## config.mk

```make
export PLATFORM = sky130hd
export DESIGN_NAME = id_operand_read
export DESIGN_NICKNAME = d
export VERILOG_FILES = /design/src/rtl/id_operand_read.sv
export SDC_FILE = /design/constraint.sdc
export NUM_CORES = 1
export LEC_CHECK = 0
export BUFFER_PORTS_ARGS = -buffer_cell sky130_fd_sc_hd__buf_4
export CAP_MARGIN = 20
export CORE_UTILIZATION = 30
export CTS_BUF_LIST = sky130_fd_sc_hd__clkbuf_4 sky130_fd_sc_hd__clkbuf_8
export DETAILED_ROUTE_END_ITERATION = 8
export MAX_ROUTING_LAYER = met4
export PLACE_DENSITY = 0.48
export SETUP_SLACK_MARGIN = 0.1
export SYNTH_ARGS = -nofsm -noshare
export SYNTH_HDL_FRONTEND = slang
export SYNTH_SLANG_ARGS = --single-unit
```

## constraint.sdc

```tcl
create_clock -name clk -period 5.1 [get_ports clk]
set_clock_uncertainty 0.15 [all_clocks]
set_input_delay 0.765 -clock clk [delete_from_list [all_inputs] [get_ports clk]]
set_output_delay 0.765 -clock clk [all_outputs]
set_load 0.005 [all_outputs]
```

## src/rtl/id_operand_read.sv

```systemverilog
// Decode-side operand read: register file, WB bypass, per-register pending-write scoreboard
// and a single registered operand stage with valid/ready handshaking.
module id_operand_read #(
    parameter int unsigned WIDTH  = 16,
    parameter int unsigned NREGS  = 8,
    parameter int unsigned PEND_W = 2
) (
    input  logic                     clk,
    input  logic                     reset,
    input  logic                     id_valid,
    output logic                     id_ready,
    input  logic [$clog2(NREGS)-1:0] id_sr1,
    input  logic [$clog2(NREGS)-1:0] id_sr2,
    input  logic                     id_use_sr1,
    input  logic                     id_use_sr2,
    input  logic [$clog2(NREGS)-1:0] id_dr,
    input  logic                     id_writes_dr,
    input  logic                     flush,
    input  logic                     wb_load_regfile,
    input  logic [$clog2(NREGS)-1:0] wbdr,
    input  logic [WIDTH-1:0]         wbdata,
    output logic                     op_valid,
    input  logic                     op_ready,
    output logic [WIDTH-1:0]         op_sr1_data,
    output logic [WIDTH-1:0]         op_sr2_data,
    output logic [$clog2(NREGS)-1:0] op_dr,
    output logic                     sb_err
);

    localparam int unsigned IDX_W = $clog2(NREGS);

    logic [WIDTH-1:0]  regs_q    [NREGS];
    logic [PEND_W-1:0] pending_q [NREGS];
    logic [PEND_W-1:0] eff       [NREGS];
    logic [NREGS-1:0]  wb_dec;
    logic [NREGS-1:0]  pend_inc;

    logic             op_valid_q;
    logic [WIDTH-1:0] op_sr1_q;
    logic [WIDTH-1:0] op_sr2_q;
    logic [IDX_W-1:0] op_dr_q;
    logic             sb_err_q;

    logic [WIDTH-1:0] sr1_val;
    logic [WIDTH-1:0] sr2_val;
    logic             hazard;
    logic             saturation;
    logic             stage_free;
    logic             fire;

    always_comb begin
        for (int r = 0; r < NREGS; r++) begin
            wb_dec[r] = wb_load_regfile && (wbdr == IDX_W'(r)) && (pending_q[r] != '0);
            eff[r]    = pending_q[r] - PEND_W'(wb_dec[r]);
        end

        sr1_val = (wb_load_regfile && wbdr == id_sr1) ? wbdata : regs_q[id_sr1];
        sr2_val = (wb_load_regfile && wbdr == id_sr2) ? wbdata : regs_q[id_sr2];

        hazard     = (id_use_sr1 && eff[id_sr1] != '0) || (id_use_sr2 && eff[id_sr2] != '0);
        // A counter at its max can only accept a new writer if WB retires one this cycle
        saturation = id_writes_dr && (&pending_q[id_dr]) && !wb_dec[id_dr];
        stage_free = !op_valid_q || op_ready;
        id_ready   = stage_free && !hazard && !saturation && !flush;
        fire       = id_valid && id_ready;

        for (int r = 0; r < NREGS; r++) begin
            pend_inc[r] = fire && id_writes_dr && (id_dr == IDX_W'(r));
        end
    end

    always_ff @(posedge clk) begin
        if (reset) begin
            for (int r = 0; r < NREGS; r++) begin
                regs_q[r]    <= '0;
                pending_q[r] <= '0;
            end
            op_valid_q <= 1'b0;
            op_sr1_q   <= '0;
            op_sr2_q   <= '0;
            op_dr_q    <= '0;
            sb_err_q   <= 1'b0;
        end else begin
            if (wb_load_regfile) begin
                regs_q[wbdr] <= wbdata;
                if (pending_q[wbdr] == '0) begin
                    sb_err_q <= 1'b1;
                end
            end

            for (int r = 0; r < NREGS; r++) begin
                if (flush) begin
                    pending_q[r] <= '0;
                end else if (pend_inc[r] && !wb_dec[r]) begin
                    pending_q[r] <= pending_q[r] + 1'b1;
                end else if (wb_dec[r] && !pend_inc[r]) begin
                    pending_q[r] <= pending_q[r] - 1'b1;
                end
            end

            if (flush) begin
                op_valid_q <= 1'b0;
            end else if (fire) begin
                op_valid_q <= 1'b1;
                op_sr1_q   <= sr1_val;
                op_sr2_q   <= sr2_val;
                op_dr_q    <= id_dr;
            end else if (op_ready) begin
                op_valid_q <= 1'b0;
            end
        end
    end

    assign op_valid    = op_valid_q;
    assign op_sr1_data = op_sr1_q;
    assign op_sr2_data = op_sr2_q;
    assign op_dr       = op_dr_q;
    assign sb_err      = sb_err_q;

endmodule
```

# [Word level (Yosys, flattened, before mapping)]
# Memories as Yosys holds them, arrays and structs flattened. A register that Yosys moved wholly into a read port is not among the register bits.
# Index checks and enable logic that the tools add are counted.
[word_totals] ff_bits=5 mem_bits_rw=144 input_bits=37 out_inout_bits=38 elab_cells=281 memories=2
[memory_table] memory="regs_q" depth=8 width=16 rd=2 rd_clocked_by_memory_dff=2 write_ports=8 line_no="32" text="logic [WIDTH-1:0] regs_q [NREGS];"
[memory_table] memory="pending_q" depth=8 width=2 rd=10 rd_clocked_by_memory_dff=0 write_ports=8 line_no="33" text="logic [PEND_W-1:0] pending_q [NREGS];"
[op_classes] addsub=24 n_lt_le_gt_ge=3 eq_ne=14 muxes=117 n_bitwise=27 reduce_logical=91
[ops] op="2-to-1 mux 1 bit" n=84
[ops] op="2-to-1 mux 2 bit" n=28
[ops] op="logical AND 1 bit" n=49
[ops] op="equality test 3 bit (second input constant)" n=8
[ops] op="bitwise OR 1 bit" n=24
[ops] op="nonzero test 2 bit" n=11
[ops] op="logical NOT 1 bit" n=21
[ops] op="adder 2 x 1 -> 2 bit (second input constant)" n=8
[ops] op="2-to-1 mux 16 bit" n=1
[ops] op="OR reduction 16 bit" n=1
[ops] op="subtractor 2 x 1 -> 2 bit" n=8
[ops] op="subtractor 2 x 1 -> 2 bit (second input constant)" n=8
[ops] op="binary-select mux 2 bit (select 3 bit)" n=2
[ops] op="equality test 3 x 2 -> 1 bit (second input constant)" n=4
[ops] op="greater-or-equal comparator 4 bit (second input constant)" n=2
[ops] op="inverter 3 -> 4 bit" n=2
[ops] op="equality test 3 x 1 -> 1 bit (second input constant)" n=2
[ops] op="logical NOT 3 bit" n=2
[ops] op="AND reduction 2 bit" n=3
[ops] op="< comparator 3 x 4 -> 1 bit (second input constant)" n=1
[ops] op="binary-select mux 1 bit (select 3 bit)" n=1
[ops] op="2-to-1 mux 3 bit" n=1
[ops] op="logical NOT 2 bit" n=1
[ops] op="logical OR 1 bit" n=2
[ops] op="other kinds (2)" n=2

# [Longest topological paths before layout]
# Gate-level depths: netlist (run 1).
[depth] ltp_word=25 depth_mapped=15 ltp_nobuf=12

# [Worst setup path after synthesis (run 1)]
# OpenSTA, ideal clock, no wires.
[synth_timing] kind="input-to-reg" from="input wbdr[0]" to="memory pending_q[1][1] (data pin)" setup_time_ps=272 arrival_time_ps=3459 t_required_ps=4678 slack_ps=1219 path_stages=14 path_buffers=4 path_cell_list="buf_6 clkbuf_1 nand2_1 nor3_1 ha_1 xnor2_1 a32oi_1 and4b_1 nor4_4 nand4_2 buf_6 clkbuf_1 o311ai_1 a21oi_1"
[synth_lines] element="from (decl)" line_no="20" text="input logic [$clog2(NREGS)-1:0] wbdr,"
[synth_lines] element="to (decl)" line_no="33"

# [Worst setup path in the final report (run 1)]
[layout_timing] from="input wbdr[2]" to="output id_ready"
[layout_between] elab_chain_cells=14 word_cells_on_any_way=52 classes_between="add/sub (8); eq/ne (7); mux (8); reduce/logical (29)"
[layout_lines] element="equality test 3 bit, or another cell as far along" line_no="53" text="wb_dec[r] = wb_load_regfile && (wbdr == IDX_W'(r)) && (pending_q[r] != '0);"
[layout_lines] element="logical AND 1 bit (2 in series)" line_no="53"
[layout_lines] element="subtractor 2 x 1 -> 2 bit" line_no="54" text="eff[r] = pending_q[r] - PEND_W'(wb_dec[r]);"
[layout_lines] element="binary-select mux 2 bit (select 3 bit)" line_no="60" text="hazard = (id_use_sr1 && eff[id_sr1] != '0) || (id_use_sr2 && eff[id_sr2] != '0);"
[layout_lines] element="2-to-1 mux 2 bit (implied by the code) (2 in series)" line_no="60"
[layout_lines] element="nonzero test 2 bit" line_no="60"
[layout_lines] element="logical AND 1 bit" line_no="60"
[layout_lines] element="logical OR 1 bit" line_no="60"
[layout_lines] element="logical NOT 1 bit" line_no="64" text="id_ready = stage_free && !hazard && !saturation && !flush;"
[layout_lines] element="logical AND 1 bit" line_no="64"
[layout_lines] element="logical AND 1 bit (*) (2 in series)" line_no="64"
[layout_lines] element="to (decl)" line_no="11" text="output logic id_ready,"
# Every way passes the cells marked *; elsewhere a longest branch is shown, timed or not. The select of a mux whose other input is x is not followed.

==> metrics.md, run 1 <==
| Metric | Value |
|---|---|
| Clk root buf | clkbuf_8 |
| Syn_nets | 923 |
| Inserted Clock Buffers | 17 |
| Hold WS | 0.310 ns |
| Type of the worst min-delay path | reg -> reg |
| CP required | 4.18 ns |
| First-pass GRT wire length | 46.0 mm |
| Number of synthesized register bits | 181 |
| Final wirelength | 30.5 mm |
| # clock sinks | 181 |
| Fillers | 3282 |
| Post-CTS Setup Bufs | 0 |
| Vias in the first global route | 7081 |
| GPL Wtd Cong | 0.852 |
| Register area share after synthesis | 49.7% |
| Syn-to-layout area delta | 13.9% |
| Sum Neg Setup Slack | 0 ns |
| Port Buffers | 74 |
| Critical path peak fanout | 10 |
| Ys async rst share | 0% |
| Nature of the critical path endpoint | output pin |
| DR vias | 7044 |
| Tmin final | 4.14 ns |
| Final setup fails | 0 |
| Row count | 67 |
| DP Wirelength | 18.8 mm |
| Startpoint types | input port |
| # nets final | 974 |
| Clk_lat worst skew | 0.47 ns |
| Pre-CTS setup slack | 0.589 ns |
| Measured slew at the worst slew-check pin | 1.02 ns |
| Synth Flop Type | edfxtp_1 |
| Maximum VDD drop | 0.000137 V |
| Initial antenna violation count | 3 |
| DIE HEIGHT | 186 µm |
| Yosys warnings | 0 |
| ANT nets after route | 0 |
| Slack of the critical path | 0.964 ns |
| Grt ovf | 0 |
| Hold Vio Cnt, Final | 0 |
| Die ar. | 0.0347 mm² |
| Via density per instance | 5.09 |
| Final cycle utilization of the critical path | 81.1% |
| # DRC | 0 |
| Outcome | complete, no violations |
| DR pass1 iterations | 5 |
| Cell area power density | 276 mW/mm² |
| EDFF count, synth | 144 |
| Mapped cell area | 0.0102 mm² |
| Post-synth cell types | 65 |
| Syn_area_per_cell | 11.7 µm² |
| Clock buffer depth | 2 |
| Largest net degree at the start of global routing | 48 |
| DR iter-0 viols | 553 |
| Slew margin rel. | 31.8% |
| Pleak | 4.16 nW |
| Max frequency | 242 MHz |
| Final Slew Violations | 0 |
| Die Span X | 186 µm |
| I/O pin cnt | 75 |
| CTS Hold Bufs | 0 |
| Tot GR Track Use | 18.5% |
| CTS tree | yes |
| Layout cells sized above 1 | 22.9% |
| Max-cap violations | 0 |
| Initial core utilization | 30.5% |
| Post-CTS sizing | 0 |
| H-tree Lvls | 4 |
| WS Path Type | in -> out |
| CTS clk-pin slew, worst paths | 0.12 ns |
| RSZ-0062 raised after global routing | no |
| Synth Instances | 870 |
| CP arrival | 3.22 ns |
| WL/cell | 22.0 µm |
| CORE AREA | 0.0334 mm² |
logic make-up after synthesis:
group           Yosys count  synth area share [%]
flops                   181                  49.7
xor+xnor                 16                  1.37
compound gates          121                  7.30
fa+ha+maj                16                  1.96
simple gates            354                  18.9
mux                      97                  17.4
buf+inv                  85                  3.41
per-layer routing:
metal	up-vias	track usage (%)	share of wire (%)
li1	3310	-	-
met1	3559	24.1	45
met2	157	30.2	49
met3	18	2.86	4.2
met4	0	4.16	0.96
met5	-	-	0
synth_stat cells (13+ instances only):
cell type  count  area share [%]
a21oi_1       43             2.1
and2_1       128             7.9
clkbuf_1      38             1.4
dfxtp_1       37             7.3
edfxtp_1     144              42
ha_1          16             2.0
inv_1         25            0.92
mux2i_1       33             3.2
mux4_2        64              14
nand2_1      123             4.5
nor2_1        16            0.59
o21ai_0       34             1.7
xor2_1        13             1.1
critical path: stages:
cell	delay, ns
buf_4	0.15
nand2b_1	0.29
nor3_1	0.55
ha_1	0.27
xnor2_1	0.14
a32oi_1	0.08
and4b_1	0.26
nor4_4	0.37
and3_1	0.23
buf_4	0.11
cell usage in the layout, fill, tap and decap left out, types with 13 or more instances in the layout:
| master | instances |
|---|---|
| and2_1 | 128 |
| inv_1 | 25 |
| buf_4 | 90 |
| dfxtp_1 | 37 |
| mux4_2 | 64 |
| nand2_1 | 123 |
| edfxtp_1 | 144 |
| mux2i_1 | 33 |
| o21ai_0 | 34 |
| a21oi_1 | 43 |
| xor2_1 | 13 |
| clkbuf_8 | 17 |
| ha_1 | 16 |
| nor2_1 | 14 |
registers in the layout, summed over array words and instances (netlist names):
register / count
sb_err: 1
op_dr: 3
regs_q: 128
op_sr1_data: 16
op_sr2_data: 16
op_valid: 1
pending_q: 16
worst paths after layout:
| check | start | endpoint | slack, ns | depth (start not counted) |
|---|---|---|---|---|
| max | wbdr[2] | id_ready | 0.96 | 10 |
| min | op_sr2_data[7]$_SDFFE_PP0P_ | op_sr2_data[7]$_SDFFE_PP0P_ | 0.31 | 2 |
| max reg2reg | pending_q[1][0]$_SDFFCE_PN0P_ | pending_q[5][1]$_DFFE_PP_ | 1.09 | 12 |
| min reg2reg | op_sr2_data[7]$_SDFFE_PP0P_ | op_sr2_data[7]$_SDFFE_PP0P_ | 0.31 | 2 |
final cells by class:
| type | count | area, µm² | share of cell area [%] |
|---|---|---|---|
| Sequential cell | 181 | 5060 | 43.6 |
| Multi-Input combinational cell | 604 | 4810 | 41.4 |
| Timing Repair Buffer | 90 | 676 | 5.82 |
| Tap cell | 448 | 561 | 4.83 |
| Clock buffer | 17 | 234 | 2.01 |
| Clock inverter | 15 | 160 | 1.38 |
| Inverter | 27 | 103 | 0.883 |
| Antenna cell | 2 | 5.00 | 0.0431 |
stage by stage:
stage / instances / total power, mW / area (µm²) / util (%)
floorplan: 870 / 2.06 / 10200 / -
global placement: 1349 / 2.26 / 11200 / 33.5
detailed placement: 1349 / 2.26 / 11200 / 33.5
CTS: 1381 / 3.25 / 11600 / 34.7
global route: 1384 / 3.34 / 11600 / 34.7
finish: 1384 / 3.21 / 11600 / 34.7
power breakdown:
part | internal (mW) | switching [mW] | leakage [nW] | total (mW)
combinational | 0.213 | 0.278 | 2.25 | 0.491
clock | 0.369 | 0.618 | 0.203 | 0.987
sequential | 1.68 | 0.0466 | 1.71 | 1.73
total | 2.26 | 0.942 | 4.16 | 3.21
No activity file was read; power rests on OpenSTA's default activity.
==> run 2: changes to the inputs <==
--- a/config.mk
+++ b/config.mk
@@ -11,7 +11,7 @@
 export CTS_BUF_LIST = sky130_fd_sc_hd__clkbuf_4 sky130_fd_sc_hd__clkbuf_8
 export DETAILED_ROUTE_END_ITERATION = 8
 export MAX_ROUTING_LAYER = met4
-export PLACE_DENSITY = 0.48
+export PLACE_DENSITY = 0.5
 export SETUP_SLACK_MARGIN = 0.1
 export SYNTH_ARGS = -nofsm -noshare
 export SYNTH_HDL_FRONTEND = slang
==> constraint.sdc (replaced) <==
create_clock -name clk -period 3.6 [get_ports clk]
set_clock_uncertainty 0.15 [all_clocks]
set_input_delay 0.54 -clock clk [delete_from_list [all_inputs] [get_ports clk]]
set_output_delay 0.54 -clock clk [all_outputs]
set_load 0.005 [all_outputs]
==> metrics.md, run 2 (same netlist as run 1, synthesis figures left out) <==
| Metric | Value |
|---|---|
| DP Wirelength | 19.7 mm |
| DIE HEIGHT | 186 µm |
| Inserted Clock Buffers | 17 |
| Biggest register | regs_q |
| Final wirelength | 29.9 mm |
| ANT nets after route | 0 |
| Critical path peak fanout | 2 |
| Cell area power density | 374 mW/mm² |
| Max layer used | met4 |
| Initial antenna violation count | 3 |
| RSZ-0062 raised after global routing | yes |
| FF/Latch Area | 0.00506 mm² |
| Initial core utilization | 30.5% |
| Port Buffers | 74 |
| Most frequent cells in the layout | buf_4 (160), edfxtp_1 (144), and2_1 (128), nand2_1 (123), mux4_2 (64) |
| GPL Wtd Cong | 0.874 |
| Max-cap violations | 0 |
| Hold WS | 0.158 ns |
| Layout cells sized above 1 | 32.6% |
| First-pass GRT wire length | 45.3 mm |
| WL/cell | 20.6 µm |
| Via density per instance | 5.07 |
| Die ar. | 0.0347 mm² |
| Clk_lat worst skew | 0.49 ns |
| DR iter-0 viols | 524 |
| Tmin final | 3.53 ns |
| Largest net degree at the start of global routing | 48 |
| Most common cell after layout, fill and taps aside | buf_4 |
| # nets final | 1046 |
| WS Path Type | reg -> out |
| Final setup fails | 0 |
| Finished Cell Area | 0.0124 mm² |
| M1 WL | 13.3 mm |
| H-tree Lvls | 4 |
| Met3 Routed Length | 1.48 mm |
| Fillers | 3229 |
| Clock buffer depth | 2 |
| Maximum VDD drop | 0.000208 V |
| Grt ovf | 0 |
| Type of the worst min-delay path | in -> reg |
| Placed insts | 1393 |
| Multi-input gate area | 0.00504 mm² |
| Max frequency | 284 MHz |
| Hold Vio Cnt, Final | 0 |
| Final cycle utilization of the critical path | 97.9% |
| Syn-to-layout area delta | 21.7% |
| Slew margin rel. | 56.9% |
| CORE AREA | 0.0334 mm² |
| Max FFs per register | 128 |
| CTS tree | yes |
| Detail Route met2 WL | 14.7 mm |
| Startpoint types | flop |
| DR vias | 7384 |
| Outcome | complete, no violations |
| Measured slew at the worst slew-check pin | 0.639 ns |
| Tot GR Track Use | 18.0% |
| # DRC | 0 |
| Pleak | 4.54 nW |
| CTS clk-pin slew, worst paths | 0.10 ns |
| Clk root buf | clkbuf_8 |
| I/O pin cnt | 75 |
| # clock sinks | 181 |
| Final cell count without fillers | 1456 |
| Die Span X | 186 µm |
| Nature of the critical path endpoint | output pin |
| Vias in the first global route | 7339 |
| DR pass1 iterations | 5 |
| Row count | 67 |
| Placed instance area | 0.0115 mm² |
| CP required | 2.91 ns |
| Final Slew Violations | 0 |
| CP arrival | 2.84 ns |
## run 2: through the flow
step                      setup slack (ns)  power, mW  util, %  setup TNS, ns
after floorplan                      0.101       2.91        -              0
after global placement           -0.000869       3.22     34.5       -0.00173
after detailed placement           -0.0635       3.22     34.5         -0.569
after CTS                            0.101       4.66     36.4              0
after global routing               -0.0577       4.85     37.1        -0.0577
final                               0.0745       4.65     37.1              0
## run 2: per-layer routing
| metal | GRT usage (%) | vias up |
|---|---|---|
| li1 | - | 3451 |
| met4 | 4.07 | 0 |
| met3 | 3.65 | 31 |
| met5 | - | - |
| met2 | 29.2 | 191 |
| met1 | 23.2 | 3711 |
## run 2: area by class of cell
cell class	instances	area share (%)
Antenna cell	2	0.0403
Clock buffer	18	1.95
Multi-Input combinational cell	604	40.7
Clock inverter	14	1.25
Tap cell	448	4.52
Sequential cell	181	40.8
Timing Repair Buffer	162	9.86
Inverter	27	0.898
## run 2: where the power goes
part | total, mW | switching, mW | internal, mW
Clock | 1.42 | 0.887 | 0.534
Sequential | 2.44 | 0.0611 | 2.38
Combinational | 0.782 | 0.420 | 0.362
Total | 4.65 | 1.37 | 3.28
## run 2: worst paths after layout
path              slack (ns)  cells past startpoint                           to                     startpoint
hold reg to reg         0.31                      2  op_sr2_data[0]$_SDFFE_PP0P_    op_sr2_data[0]$_SDFFE_PP0P_
hold / removal          0.16                      3          sb_err$_SDFFE_PP0P_                wb_load_regfile
setup reg to reg        0.18                     13    pending_q[5][0]$_DFFE_PP_  pending_q[2][0]$_SDFFCE_PN0P_
setup / recovery        0.07                     12                     id_ready  pending_q[6][1]$_SDFFCE_PP0P_
## run 2: worst max-delay path: stages (launching register included)
cell and delay (ns):
edfxtp_1 0.41, inv_2 0.06, ha_4 0.15, or3_4 0.34
inv_4 0.08, ha_4 0.13, xor2_2 0.08, o32ai_2 0.28
o32ai_2 0.15, nor4_4 0.26, buf_4 0.16, and3_4 0.17
buf_6 0.09
## run 2: timing repair
action	in CTS	in global routing
hold buffers	0	0
setup buffers	16	13
endpoints found under the setup margin	6	38
pin swaps	13	17
gates resized for setup	23	34
==> run 3: changes to the inputs <==
--- a/config.mk
+++ b/config.mk
@@ -11,7 +11,7 @@
 export CTS_BUF_LIST = sky130_fd_sc_hd__clkbuf_4 sky130_fd_sc_hd__clkbuf_8
 export DETAILED_ROUTE_END_ITERATION = 8
 export MAX_ROUTING_LAYER = met4
-export PLACE_DENSITY = 0.5
+export PLACE_DENSITY = 0.54
 export SETUP_SLACK_MARGIN = 0.1
 export SYNTH_ARGS = -nofsm -noshare
 export SYNTH_HDL_FRONTEND = slang
==> metrics.md, run 3 (same netlist as run 1, synthesis figures left out) <==
| Metric | Value |
|---|---|
| DIE HEIGHT | 186 µm |
| Fillers | 3283 |
| Max FFs per register | 128 |
| Final setup fails | 0 |
| Final wirelength | 30.3 mm |
| R2R cell count | 15 |
| RSZ-0062 raised after global routing | yes |
| CTS Hold Bufs | 0 |
| WS Path Type | reg -> out |
| Largest net degree at the start of global routing | 48 |
| Placed insts | 1382 |
| Inserted Clock Buffers | 17 |
| Final cycle utilization of the critical path | 97.1% |
| Tmin final | 3.50 ns |
| Critical R2R Launch | pending_q[7][0]$_SDFFCE_PP0P_ |
| Nature of the critical path endpoint | output pin |
| Most frequent cells in the layout | buf_4 (145), edfxtp_1 (144), and2_1 (128), nand2_1 (123), mux4_2 (64) |
| Sum Neg Setup Slack | 0 ns |
| CP required | 2.91 ns |
| # nets final | 1030 |
| Outcome | complete, no violations |
| Biggest register | regs_q |
| DP Wirelength | 19.2 mm |
| # DRC | 0 |
| Max frequency | 286 MHz |
| Worst setup path end | id_ready |
| Port Buffers | 74 |
| ANT nets after route | 0 |
| Type of the worst min-delay path | in -> reg |
| Clk_lat worst skew | 0.49 ns |
| Hold WS | 0.197 ns |
| Row count | 67 |
| Pleak | 4.45 nW |
| Clk root buf | clkbuf_8 |
| DR iter-0 viols | 591 |
| DR vias | 7385 |
| H-tree Lvls | 4 |
| Die ar. | 0.0347 mm² |
| # clock sinks | 181 |
| CP peak stage delay | 0.39 ns |
| DR pass1 iterations | 5 |
| Max-cap violations | 0 |
| Startpoint types | flop |
| Critical path peak fanout | 4 |
| Via density per instance | 5.13 |
| CTS tree | yes |
| Crit-path slowest cell | edfxtp_1 |
| Final cell count without fillers | 1440 |
| I/O pin cnt | 75 |
| Crit-path cells | inv_2 -> ha_1 -> or3_4 -> inv_4 -> ha_4 -> xor2_4 -> o32ai_2 -> o21ai_1 -> nand3_1 -> buf_6 -> and3_4 -> buf_4 |
| Worst Setup SP | pending_q[7][0]$_SDFFCE_PP0P_ |
| CTS clk-pin slew, worst paths | 0.11 ns |
| Final Slew Violations | 0 |
| WL/cell | 21.0 µm |
| Hold Vio Cnt, Final | 0 |
| Die Span X | 186 µm |
| Initial core utilization | 30.5% |
| Vias in the first global route | 7371 |
| Clock buffer depth | 2 |
| CP arrival | 2.81 ns |
| CORE AREA | 0.0334 mm² |
| Initial antenna violation count | 2 |
| Cell area power density | 381 mW/mm² |
| Layout cells sized above 1 | 31.0% |
| Tot GR Track Use | 18.0% |
| GPL Wtd Cong | 0.926 |
| Maximum VDD drop | 0.000245 V |
| Reg-to-Reg End | pending_q[7][1]$_SDFFCE_PP0P_ |
| Grt ovf | 0 |
| Measured slew at the worst slew-check pin | 0.703 ns |
| Most common cell after layout, fill and taps aside | buf_4 |
| Syn-to-layout area delta | 21.2% |
| Slew margin rel. | 53.1% |
| Register-to-register setup slack | 0.22 ns |
| First-pass GRT wire length | 45.3 mm |
## run 3: cell count changes in the layout (fill, tap and decap cells not counted), sizes merged
cell	delta
clkbuf	-1
buf	-16
bufinv	+1
inv	-3
clkinvlp	+3
## run 3: cell type report
cell class,count,area [µm²],area share [%]
tap,448,561,4.54
multi-input combinational,604,5090,41.2
timing repair buffer,146,1100,8.90
clock buffer,17,234,1.89
sequential,181,5060,41.0
clock inverter,15,186,1.51
antenna,2,5.00,0.0405
inverter,27,111,0.901
## run 3: power breakdown
group	internal [mW]	leakage (nW)	total, mW	switching (mW)
registers	2.38	1.71	2.44	0.0621
clock network	0.591	0.201	1.48	0.890
logic	0.356	2.54	0.780	0.424
total	3.33	4.45	4.71	1.38
## run 3: routing by layer
| metal | global-route usage, % | share of wire, % | up-vias |
|---|---|---|---|
| li1 | - | - | 3418 |
| met1 | 23.1 | 44 | 3648 |
| met2 | 28.7 | 48 | 271 |
| met3 | 3.12 | 6.0 | 48 |
| met4 | 5.82 | 2.3 | 0 |
| met5 | - | 0 | - |
## run 3: what timing repair did
item / in CTS / in global routing
cloned: 0 / 0
pin swaps: 11 / 15
setup buffers: 16 / 8
resized for setup: 26 / 30
setup endpoints to repair: 1 / 49
## run 3: how the worst min path moves through the flow
stage	startpoint	end	slack, ns	depth (start not counted)
6_report	id_dr[2]	op_dr[2]$_SDFFE_PP0P_	0.20	3
5_1_grt	op_ready	op_valid$_SDFFE_PP0P_	0.20	3
4_1_cts	id_dr[2]	op_dr[2]$_SDFFE_PP0P_	0.18	3
3_5_place_dp	op_sr1_data[7]$_SDFFE_PP0P_	op_sr1_data[7]$_SDFFE_PP0P_	0.30	2
3_3_place_gp	op_sr2_data[1]$_SDFFE_PP0P_	op_sr2_data[1]$_SDFFE_PP0P_	0.29	2
2_1_floorplan	op_dr[0]$_SDFFE_PP0P_	op_dr[0]$_SDFFE_PP0P_	0.30	2
## run 3: per-stage QoR
stage / total power [mW] / util (%) / area, µm² / setup slack (ns)
after floorplan: 2.91 / - / 10200 / 0.101
after global placement: 3.20 / 34.3 / 11500 / 0.0188
after detailed placement: 3.22 / 34.3 / 11500 / -0.0422
after CTS: 4.70 / 36.3 / 12100 / 0.104
after global routing: 4.87 / 36.9 / 12400 / 0.0218
final: 4.71 / 36.9 / 12400 / 0.104
## run 3: worst max-delay path: cells and delay by family (launching register included)
| family | cells | cell delay [ns] |
|---|---|---|
| and+or+nand+nor | 3 | 0.64 |
| buffers and inverters | 4 | 0.44 |
| DFF | 1 | 0.39 |
| adders and majority gates | 2 | 0.36 |
| AOI/OAI and AO/OA | 2 | 0.30 |
| xor gates and xnor gates | 1 | 0.19 |
